$ cat src/rtl/collision_probe_pkg.sv
// Shared definitions for the collision probe slice.
//   - default geometry (tile size, map size, legal pixel window)
//   - FSM state encoding and probe index type
//   - edge ordering of the four blocked flags and the probe -> edge mapping
package collision_probe_pkg;

   localparam int DEF_TILE_SHIFT = 4;
   localparam int DEF_MAP_W      = 40;
   localparam int DEF_MAP_H      = 30;
   localparam int DEF_X_MAX      = 639;
   localparam int DEF_Y_MAX      = 479;

   localparam int BALL_W  = 10;
   // Wide enough that X+S+1 and X-S-1 never wrap for 10-bit inputs.
   localparam int COORD_W = 12;
   typedef logic signed [COORD_W-1:0] coord_t;

   typedef logic [1:0] state_t;
   localparam state_t ST_IDLE  = 2'd0;
   localparam state_t ST_PROBE = 2'd1;
   localparam state_t ST_DRAIN = 2'd2;
   localparam state_t ST_DONE  = 2'd3;

   typedef logic [2:0] probe_idx_t;
   localparam probe_idx_t PROBE_LAST = 3'd7;

   // Probes come in pairs: 0,1 down; 2,3 up; 4,5 left; 6,7 right.
   typedef logic [1:0] edge_t;
   localparam edge_t EDGE_DOWN  = 2'd0;
   localparam edge_t EDGE_UP    = 2'd1;
   localparam edge_t EDGE_LEFT  = 2'd2;
   localparam edge_t EDGE_RIGHT = 2'd3;

   function automatic edge_t probe_edge(probe_idx_t idx);
      return idx[2:1];
   endfunction

endpackage

$ cat src/rtl/collision_probe_if.sv
// Request/result bundle of the collision probe.
//   master : requester (drives start and ball geometry, reads flags)
//   slave  : collision_probe itself
//   start             request one probe pass
//   BallX/BallY/BallS ball centre and half-size in pixels
//   up/left/right/down registered blocked flags
//   busy / done       pass in progress / one-cycle completion pulse
interface collision_probe_if;
   import collision_probe_pkg::*;

   logic              start;
   logic [BALL_W-1:0] BallX;
   logic [BALL_W-1:0] BallY;
   logic [BALL_W-1:0] BallS;
   logic              up;
   logic              left;
   logic              right;
   logic              down;
   logic              busy;
   logic              done;

   modport master (
      output start, BallX, BallY, BallS,
      input  up, left, right, down, busy, done
   );

   modport slave (
      input  start, BallX, BallY, BallS,
      output up, left, right, down, busy, done
   );

endinterface

$ cat src/rtl/collision_probe_tile_map_rom.sv
// Tile map storage: DEPTH x 1 bit, one solid bit per tile, registered read
// (data valid the cycle after addr). The map starts empty.
//   frame_clk  clock
//   addr       tile address, row-major
//   data       registered solid bit
module tile_map_rom #(
   parameter int    DEPTH     = 1200,
   parameter int    AW        = 11,
   parameter string INIT_FILE = ""
) (
   input  logic          frame_clk,
   input  logic [AW-1:0] addr,
   output logic          data
);

   logic mem [DEPTH];

   initial begin
      for (int i = 0; i < DEPTH; i++) mem[i] = 1'b0;
   end

   always_ff @(posedge frame_clk) begin
      data <= mem[addr];
   end

endmodule

$ cat src/rtl/collision_probe.sv
// Ball-versus-tile-map collision probe. On start, latches the ball position,
// samples eight pixels just outside the ball's bounding box (two per edge),
// and updates the four blocked flags together once all eight are resolved.
// Pixels outside the legal screen window count as solid.
//   frame_clk  clock
//   Reset      asynchronous, active-high reset
//   bus        collision_probe_if.slave (start, ball geometry, flags, busy, done)
//
// state    | meaning
// ---------+---------------------------------------------------------------
// ST_IDLE  | waiting for start; flags hold the last completed pass
// ST_PROBE | issuing probe idx (0..7), one per cycle
// ST_DRAIN | last probe's map data in flight, being accumulated
// ST_DONE  | publish accumulated flags, pulse done, drop busy
module collision_probe
   import collision_probe_pkg::*;
#(
   parameter int    TILE_SHIFT    = DEF_TILE_SHIFT,
   parameter int    MAP_W         = DEF_MAP_W,
   parameter int    MAP_H         = DEF_MAP_H,
   parameter int    X_MAX         = DEF_X_MAX,
   parameter int    Y_MAX         = DEF_Y_MAX,
   parameter string MAP_INIT_FILE = ""
) (
   input  logic             frame_clk,
   input  logic             Reset,
   collision_probe_if.slave bus
);

   localparam int     MAP_DEPTH = MAP_W * MAP_H;
   localparam int     MAP_AW    = (MAP_DEPTH > 1) ? $clog2(MAP_DEPTH) : 1;
   localparam coord_t X_LIM     = coord_t'(X_MAX);
   localparam coord_t Y_LIM     = coord_t'(Y_MAX);

   state_t            state;
   probe_idx_t        idx;
   probe_idx_t        idx_q;
   logic [BALL_W-1:0] bx, by, bs;
   logic              valid_q;
   logic              oor_q;
   logic [3:0]        acc;
   logic [3:0]        flags;
   logic              busy_r;
   logic              done_r;

   coord_t cx, cy, cs;
   coord_t x_in_lo, x_in_hi, x_out_lo, x_out_hi;
   coord_t y_in_lo, y_in_hi, y_out_lo, y_out_hi;
   coord_t px, py;
   logic   probe_oor;
   logic   rom_data;
   logic [COORD_W-1:0] tile_x, tile_y;
   logic [MAP_AW-1:0]  rom_addr;

   assign cx = coord_t'({2'b00, bx});
   assign cy = coord_t'({2'b00, by});
   assign cs = coord_t'({2'b00, bs});

   assign x_in_lo  = cx - cs;
   assign x_in_hi  = cx + cs;
   assign x_out_lo = cx - cs - coord_t'(1);
   assign x_out_hi = cx + cs + coord_t'(1);
   assign y_in_lo  = cy - cs;
   assign y_in_hi  = cy + cs;
   assign y_out_lo = cy - cs - coord_t'(1);
   assign y_out_hi = cy + cs + coord_t'(1);

   always_comb begin
      px = x_in_lo;
      py = y_out_hi;
      case (idx)
         3'd0: begin px = x_in_lo;  py = y_out_hi; end
         3'd1: begin px = x_in_hi;  py = y_out_hi; end
         3'd2: begin px = x_in_lo;  py = y_out_lo; end
         3'd3: begin px = x_in_hi;  py = y_out_lo; end
         3'd4: begin px = x_out_lo; py = y_in_lo;  end
         3'd5: begin px = x_out_lo; py = y_in_hi;  end
         3'd6: begin px = x_out_hi; py = y_in_lo;  end
         default: begin px = x_out_hi; py = y_in_hi; end
      endcase
   end

   assign probe_oor = px[COORD_W-1] | py[COORD_W-1] | (px > X_LIM) | (py > Y_LIM);

   // Only meaningful when in range (non-negative); address forced to 0 otherwise.
   assign tile_x   = $unsigned(px) >> TILE_SHIFT;
   assign tile_y   = $unsigned(py) >> TILE_SHIFT;
   assign rom_addr = probe_oor ? '0
                   : MAP_AW'(32'(tile_y) * 32'(MAP_W) + 32'(tile_x));

   tile_map_rom #(
      .DEPTH     (MAP_DEPTH),
      .AW        (MAP_AW),
      .INIT_FILE (MAP_INIT_FILE)
   ) u_rom (
      .frame_clk (frame_clk),
      .addr      (rom_addr),
      .data      (rom_data)
   );

   always_ff @(posedge frame_clk or posedge Reset) begin
      if (Reset) begin
         state   <= ST_IDLE;
         idx     <= '0;
         idx_q   <= '0;
         bx      <= '0;
         by      <= '0;
         bs      <= '0;
         valid_q <= 1'b0;
         oor_q   <= 1'b0;
         acc     <= '0;
         flags   <= '0;
         busy_r  <= 1'b0;
         done_r  <= 1'b0;
      end else begin
         // Out-of-range decision travels alongside the ROM read so both
         // land in the same cycle.
         valid_q <= (state == ST_PROBE);
         idx_q   <= idx;
         oor_q   <= probe_oor;
         done_r  <= 1'b0;

         if (valid_q) begin
            acc[probe_edge(idx_q)] <= acc[probe_edge(idx_q)] | oor_q | rom_data;
         end

         case (state)
            ST_IDLE: begin
               if (bus.start) begin
                  bx     <= bus.BallX;
                  by     <= bus.BallY;
                  bs     <= bus.BallS;
                  idx    <= '0;
                  acc    <= '0;
                  busy_r <= 1'b1;
                  state  <= ST_PROBE;
               end
            end
            ST_PROBE: begin
               idx <= idx + 3'd1;
               if (idx == PROBE_LAST) state <= ST_DRAIN;
            end
            ST_DRAIN: begin
               state <= ST_DONE;
            end
            default: begin
               flags  <= acc;
               done_r <= 1'b1;
               busy_r <= 1'b0;
               state  <= ST_IDLE;
            end
         endcase
      end
   end

   assign bus.down  = flags[EDGE_DOWN];
   assign bus.up    = flags[EDGE_UP];
   assign bus.left  = flags[EDGE_LEFT];
   assign bus.right = flags[EDGE_RIGHT];
   assign bus.busy  = busy_r;
   assign bus.done  = done_r;

endmodule

$ cat src/flat_wrapper.sv
// flat-port wrapper written by rule: the top's interface ports become plain ports
module collision_probe_flat import collision_probe_pkg::*;
#(
   parameter int    TILE_SHIFT    = DEF_TILE_SHIFT,
   parameter int    MAP_W         = DEF_MAP_W,
   parameter int    MAP_H         = DEF_MAP_H,
   parameter int    X_MAX         = DEF_X_MAX,
   parameter int    Y_MAX         = DEF_Y_MAX,
   parameter string MAP_INIT_FILE = ""
)
  (frame_clk, Reset, bus_start, bus_BallX, bus_BallY, bus_BallS, bus_up, bus_left, bus_right, bus_down, bus_busy, bus_done);
  collision_probe_if bus_i ();
  input  logic frame_clk;
  input  logic Reset;
  input wire logic [$bits(bus_i.start)-1:0] bus_start;
  input wire logic [$bits(bus_i.BallX)-1:0] bus_BallX;
  input wire logic [$bits(bus_i.BallY)-1:0] bus_BallY;
  input wire logic [$bits(bus_i.BallS)-1:0] bus_BallS;
  output wire logic [$bits(bus_i.up)-1:0] bus_up;
  output wire logic [$bits(bus_i.left)-1:0] bus_left;
  output wire logic [$bits(bus_i.right)-1:0] bus_right;
  output wire logic [$bits(bus_i.down)-1:0] bus_down;
  output wire logic [$bits(bus_i.busy)-1:0] bus_busy;
  output wire logic [$bits(bus_i.done)-1:0] bus_done;
  assign bus_i.start = bus_start;
  assign bus_i.BallX = bus_BallX;
  assign bus_i.BallY = bus_BallY;
  assign bus_i.BallS = bus_BallS;
  assign bus_up = bus_i.up;
  assign bus_left = bus_i.left;
  assign bus_right = bus_i.right;
  assign bus_down = bus_i.down;
  assign bus_busy = bus_i.busy;
  assign bus_done = bus_i.done;
  collision_probe #(.TILE_SHIFT(TILE_SHIFT), .MAP_W(MAP_W), .MAP_H(MAP_H), .X_MAX(X_MAX), .Y_MAX(Y_MAX), .MAP_INIT_FILE(MAP_INIT_FILE)) u_core (.frame_clk(frame_clk), .Reset(Reset), .bus(bus_i));
endmodule
$ cat config.mk
export PLATFORM = sky130hd
export DESIGN_NAME = collision_probe_flat
export DESIGN_NICKNAME = d
export VERILOG_FILES = /design/src/rtl/collision_probe_pkg.sv /design/src/rtl/collision_probe_if.sv /design/src/rtl/collision_probe_tile_map_rom.sv /design/src/rtl/collision_probe.sv /design/src/flat_wrapper.sv
export SDC_FILE = /design/constraint.sdc
export NUM_CORES = 1
export LEC_CHECK = 0
export BUFFER_PORTS_ARGS = -buffer_cell sky130_fd_sc_hd__buf_2
export CORE_AREA = 2 2 106 82
export DETAILED_ROUTE_END_ITERATION = 6
export DIE_AREA = 0 0 108 84
export GPL_ROUTABILITY_DRIVEN = 0
export PLACE_DENSITY_LB_ADDON = 0.1
export SYNTH_ARGS = -nofsm -noshare
export SYNTH_HDL_FRONTEND = slang
export SYNTH_SLANG_ARGS = --single-unit
$ cat constraint.sdc
create_clock -name frame_clk -period 6.46 [get_ports frame_clk]
set_input_delay 0.969 -clock frame_clk [delete_from_list [all_inputs] [get_ports frame_clk]]
set_output_delay 0.969 -clock frame_clk [all_outputs]
set_load 0.05 [all_outputs]
==> impl_metrics.env, run 1 <==
export IMPL_outcome="finished clean"
export IMPL_mostFrequentLayoutCells="ha_1 (54), dfrtp_1 (49), inv_1 (46), nor2_1 (46), nand2_1 (43)"
export IMPL_drt_initial_drc_count=353
export IMPL_start_util_pct=62.4
export IMPL_synth_area_mm2=0.00509
export IMPL_postCtsSetupRepairBufs=0
export IMPL_drive_gt1_share_pct=16.1
export IMPL_drc_errors=0
export IMPL_die_w_um=108
export IMPL_area_delta_synth_final_pct=6.63
export IMPL_post_cts_resized=0
export IMPL_path_max_fanout=14
export IMPL_crit_type="flop to flop"
export IMPL_synth_top_family_by_area="compound AO/OA/AOI/OAI gates"
export IMPL_cap_violations=0
export IMPL_core_mm2=0.00816
export IMPL_synth_mux_area_share_pct=6.71
export IMPL_synth_seq_area_share_pct=24.1
export IMPL_yosys_register_bits=49
export IMPL_grt_overflow_total=0
export IMPL_synth_simple_area_share_pct=18.6
export IMPL_synth_top_area_share_pct=24.1
export IMPL_yosysTopAreaCell="dfrtp_1"
export IMPL_mostFrequentLayoutCell="ha_1"
export IMPL_ys_types=86
export IMPL_boundaryPins=39
export IMPL_synthAdderAreaFrac_pct=14.8
export IMPL_vias=4675
export IMPL_synthArstFlopShare_pct=100
export IMPL_clock_skew_ps=8.90
export IMPL_grt_pass1_wl_um=21600
export IMPL_ctsHoldBuffers=0
export IMPL_wl_per_cell_um=17.6
export IMPL_synth_xor_area_share_pct=3.39
export IMPL_ant_nets=0
export IMPL_insertion_delay_ps=310
export IMPL_netlist_instances=597
export IMPL_hold_viol=0
export IMPL_num_rows=29
export IMPL_numCtsBuffers=5
export IMPL_synth_flop_cell="dfrtp_1"
export IMPL_fin_crit_ps=3910
export IMPL_grt_setup_unrepaired="false"
export IMPL_fmax_mhz=256
export IMPL_grt_pass1_vias=4443
export IMPL_slew_violations=0
export IMPL_drt_pre_antenna_iters=5
export IMPL_cp_data_required_time_ps=6650
export IMPL_cts_clk_slew_worst_paths_ps=100
export IMPL_routed_wl_um=12800
export IMPL_clockBufferDepth=2
export IMPL_vias_per_cell=6.42
export IMPL_place_area_mm2=0.00532
export IMPL_place_hpwl_um=10000
export IMPL_worst_hold_slack_ps=515
export IMPL_arrival_ps=4100
export IMPL_grt_total_usage_pct=29.5
export IMPL_root_buffer="clkbuf_8"
export IMPL_timing_final_crit_share_pct=60.5
export IMPL_die_area_mm2=0.00907
export IMPL_worst_pin_slew_ps=1010
export IMPL_finalSetupTns_ps=0
export IMPL_grt_max_degree=50
export IMPL_die_h_um=84
export IMPL_hold_path_class="flop to flop"
export IMPL_htree_levels=2
export IMPL_synth_edf_count=0
export IMPL_cts_tree="yes"
export IMPL_synth_area_leaders="dfrtp_1 (24%), ha_1 (13%), mux2_2 (5.1%)"
export IMPL_antenna_found_initial=0
export IMPL_setup_violations=0
export IMPL_end_kind="flop"
export IMPL_slew_limit_headroom_pct=32.8
export IMPL_cts_sinks=49
export IMPL_start_kind="flop"
export IMPL_synth_fp_nets=688
export IMPL_synth_compound_area_share_pct=26.8
export IMPL_ys_warn_count=0
export IMPL_n_antenna_cell=0
export IMPL_numPortBuffers=38
export IMPL_fillers=675
export IMPL_postLayoutCoreUtil_pct=66.5
export IMPL_syn_avg_cell_area_um2=8.53
export IMPL_finalNetCount=710
export IMPL_fin_area_mm2=0.00543
## worst max-delay path: stages, from the launching register on
cell       delay, ps
dfrtp_1          430
inv_1            140
ha_1             600
o21ai_0          240
or2_2            320
a21oi_1          140
o2111ai_1        240
a2111oi_0        670
xnor2_1          210
a21oi_1           90
nor2_1           110
nor3_1            70
or4_1            510
## cells by family after synthesis
group	after synthesis
AOI/OAI and AO/OA	186
xor gates and xnor gates	18
adders and majority gates	58
buffers and inverters	72
DFF	49
muxes	30
and+or+nand+nor	184
## sequential cells by signal, indices dropped and copies added (netlist names)
register,count
u_core.idx,3
u_core.bus.busy,1
u_core.valid_q,1
u_core.acc,4
u_core.state,2
u_core.bx,10
u_core.flags,4
u_core.bus.done,1
u_core.by,10
u_core.oor_q,1
u_core.idx_q,2
u_core.bs,10
## synthesized netlist by cell type, drive strengths merged, types with 5 or more instances
cell	count
o21a	5
a21oi	39
nand2	43
mux2i	6
nand3	13
a21o	8
a31oi	5
ha	54
o2111ai	7
nor3	17
o211ai	8
buf	10
nand4	6
o21ai	37
xnor2	14
dfrtp	49
clkbuf	13
nor2	47
and2	5
mux2	23
a211oi	15
a2111oi	7
nor2b	15
inv	49
or2	5
nand2b	8
## per-stage QoR
step                      worst slack, ps  cells
after floorplan                      3020    597
after global placement               2840    720
after detailed placement             2610    720
after CTS                            2580    728
after global routing                 2310    728
final                                2550    728
## area by class of cell
type / instances / area (µm²) / share of cell area, %
well taps: 108 / 135 / 2.49
multi-input cells: 476 / 3580 / 65.9
flip-flops and latches: 49 / 1230 / 22.6
repair buffers: 38 / 190 / 3.50
inverters: 49 / 184 / 3.39
clock buffers: 5 / 68.8 / 1.27
clock inverters: 3 / 46.3 / 0.853
## per-layer routing
metal  up-vias  GRT usage [%]  part of all wire (%)
li1       2239              -                     -
met1      2226           41.4                    46
met2       184           47.7                    46
met3        26           5.70                   6.2
met4         0           5.01                   1.7
met5         -              0                     0
## path summary, 6_finish.rpt
| check | from | to | slack (ps) | cells past startpoint |
|---|---|---|---|---|
| worst min register to register | u_core.flags[0] | u_core.flags[0] | 520 | 1 |
| worst min-delay path | u_core.flags[0] | u_core.flags[0] | 520 | 1 |
| min in group asynchronous | Reset | u_core.flags[1] | 890 | 2 |
| worst max register to register | u_core.bs[4] | u_core.oor_q | 2550 | 12 |
| max in group asynchronous | Reset | u_core.by[1] | 4930 | 2 |
| worst max-delay path | u_core.bs[4] | u_core.oor_q | 2550 | 12 |
Power of run 1 is left out: the tool's default activity adds up to more than one toggle a clock period on the data nets, which glitch-free logic cannot reach.
==> run 2: changes to the inputs <==
Settings changed: CORE_AREA 2 2 106 82 to 2 2 108 84, DIE_AREA 0 0 108 84 to 0 0 110 86.
Clock period 6.46 ns to 3.8 ns, I/O delays scaled along.
==> run 2 against run 1 <==
Core utilization up 0.21 points. Sequential cell count unchanged. Sequential share of layout area down 0.42 points. Largest cell class unchanged.
==> impl_metrics.env, run 2 (same netlist as run 1, synthesis figures left out) <==
export IMPL_outcome="finished clean"
export IMPL_hold_depth=3
export IMPL_rr_endpoint="u_core.oor_q"
export IMPL_topRoutingLayerUsed="met4"
export IMPL_slew_violations=0
export IMPL_timing_final_crit_share_pct=97.5
export IMPL_drt_pre_antenna_iters=5
export IMPL_reg2reg_depth=11
export IMPL_core_mm2=0.00831
export IMPL_antenna_found_initial=0
export IMPL_setup_violations=0
export IMPL_start_util_pct=61.3
export IMPL_insertion_delay_ps=330
export IMPL_cap_violations=0
export IMPL_numPortBuffers=38
export IMPL_r2r_slack_ps=100
export IMPL_end_kind="flop"
export IMPL_slew_limit_headroom_pct=30.7
export IMPL_grt_pass1_vias=4479
export IMPL_finalSetupTns_ps=0
export IMPL_vias_per_cell=6.47
export IMPL_drt_initial_drc_count=455
export IMPL_place_hpwl_um=10100
export IMPL_min_to="u_core.bs[6]"
export IMPL_grt_total_usage_pct=28.5
export IMPL_clock_skew_ps=20.5
export IMPL_arrival_ps=3900
export IMPL_mostFrequentLayoutCell="ha_1"
export IMPL_area_delta_synth_final_pct=8.87
export IMPL_routed_wl_um=13200
export IMPL_die_area_mm2=0.00946
export IMPL_boundaryPins=39
export IMPL_crit_type="flop to flop"
export IMPL_num_rows=29
export IMPL_min_from="bus_BallS[6]"
export IMPL_drc_errors=0
export IMPL_reg_largest_list="u_core.bs (10), u_core.bx (10), u_core.by (10)"
export IMPL_htree_levels=2
export IMPL_met3RoutedLength_um=991
export IMPL_wl_per_cell_um=18.0
export IMPL_mostFrequentLayoutCells="ha_1 (54), dfrtp_1 (47), inv_1 (46), nor2_1 (46), nand2_1 (43)"
export IMPL_grt_pass1_wl_um=21400
export IMPL_die_w_um=110
export IMPL_wl_met1_um=5990
export IMPL_dp_slack_ps=33.1
export IMPL_clockBufferDepth=2
export IMPL_grt_max_degree=50
export IMPL_worst_pin_slew_ps=1040
export IMPL_grt_setup_unrepaired="false"
export IMPL_finalNetCount=717
export IMPL_n_antenna_cell=0
export IMPL_start_kind="flop"
export IMPL_hold_path_class="input port to flop"
export IMPL_ant_nets=0
export IMPL_hold_viol=0
export IMPL_cp_data_required_time_ps=4000
export IMPL_wl_met2_um=6030
export IMPL_cts_tree="yes"
export IMPL_numCtsBuffers=5
export IMPL_cts_sinks=49
export IMPL_root_buffer="clkbuf_8"
export IMPL_die_h_um=86
export IMPL_fmax_mhz=270
export IMPL_r2r_start="u_core.bs[4]"
export IMPL_drive_gt1_share_pct=19.1
export IMPL_vias=4757
export IMPL_path_max_fanout=13
export IMPL_setup_slack_ps=96.9
export IMPL_grt_overflow_total=0
export IMPL_cts_clk_slew_worst_paths_ps=100
export IMPL_fin_crit_ps=3700
-- run 2: area by class of cell --
type	instances	area, µm²
Fill cell	697	2770
Clock buffer	6	82.6
Clock inverter	2	13.8
Multi-Input combinational cell	476	3660
Inverter	49	184
Timing Repair Buffer	45	243
Tap cell	108	135
Sequential cell	49	1230
-- run 2: metal layers --
layer / vias to the layer above / track usage [%]
met2: 231 / 46.4
met5: - / 0
met4: 0 / 6.33
li1: 2247 / -
met1: 2256 / 39.8
met3: 23 / 4.33
-- run 2: how the worst max path moves through the flow --
stage	slack, ps	to	start	cells past startpoint
2_1_floorplan	360	u_core.oor_q	u_core.bs[0]	12
3_3_place_gp	160	u_core.oor_q	u_core.bs[0]	12
3_5_place_dp	30	u_core.oor_q	u_core.bs[1]	12
4_1_cts	10	u_core.oor_q	u_core.bs[1]	12
5_1_grt	2	u_core.oor_q	u_core.bs[0]	12
6_report	100	u_core.oor_q	u_core.bs[4]	11
-- run 2: through the flow --
step / hold slack (ps) / cell area, µm² / instances / utilization [%]
2_1_floorplan: 399 / 5090 / 597 / -
3_3_place_gp: 484 / 5350 / 724 / 64.3
3_5_place_dp: 490 / 5350 / 724 / 64.3
4_1_cts: 440 / 5440 / 732 / 65.5
5_1_grt: 462 / 5540 / 735 / 66.7
6_report: 437 / 5540 / 735 / 66.7
-- run 2: critical path, stage by stage (launching register included) --
cell and delay (ps):
dfrtp_1 420, inv_1 130, ha_1 510, nor2b_1 250
a221oi_2 310, o211ai_1 210, o21bai_1 280, o41ai_1 490
o2111ai_1 210, a21oi_1 180, a211oi_1 70, or4_1 510
-- run 2: what timing repair did --
action,in CTS,in global routing
hold endpoints to repair,0,0
gates resized for setup,0,16
endpoints found under the setup margin,0,1
setup buffers,0,3
hold buffers,0,0
Power of run 2 is left out for the same reason.
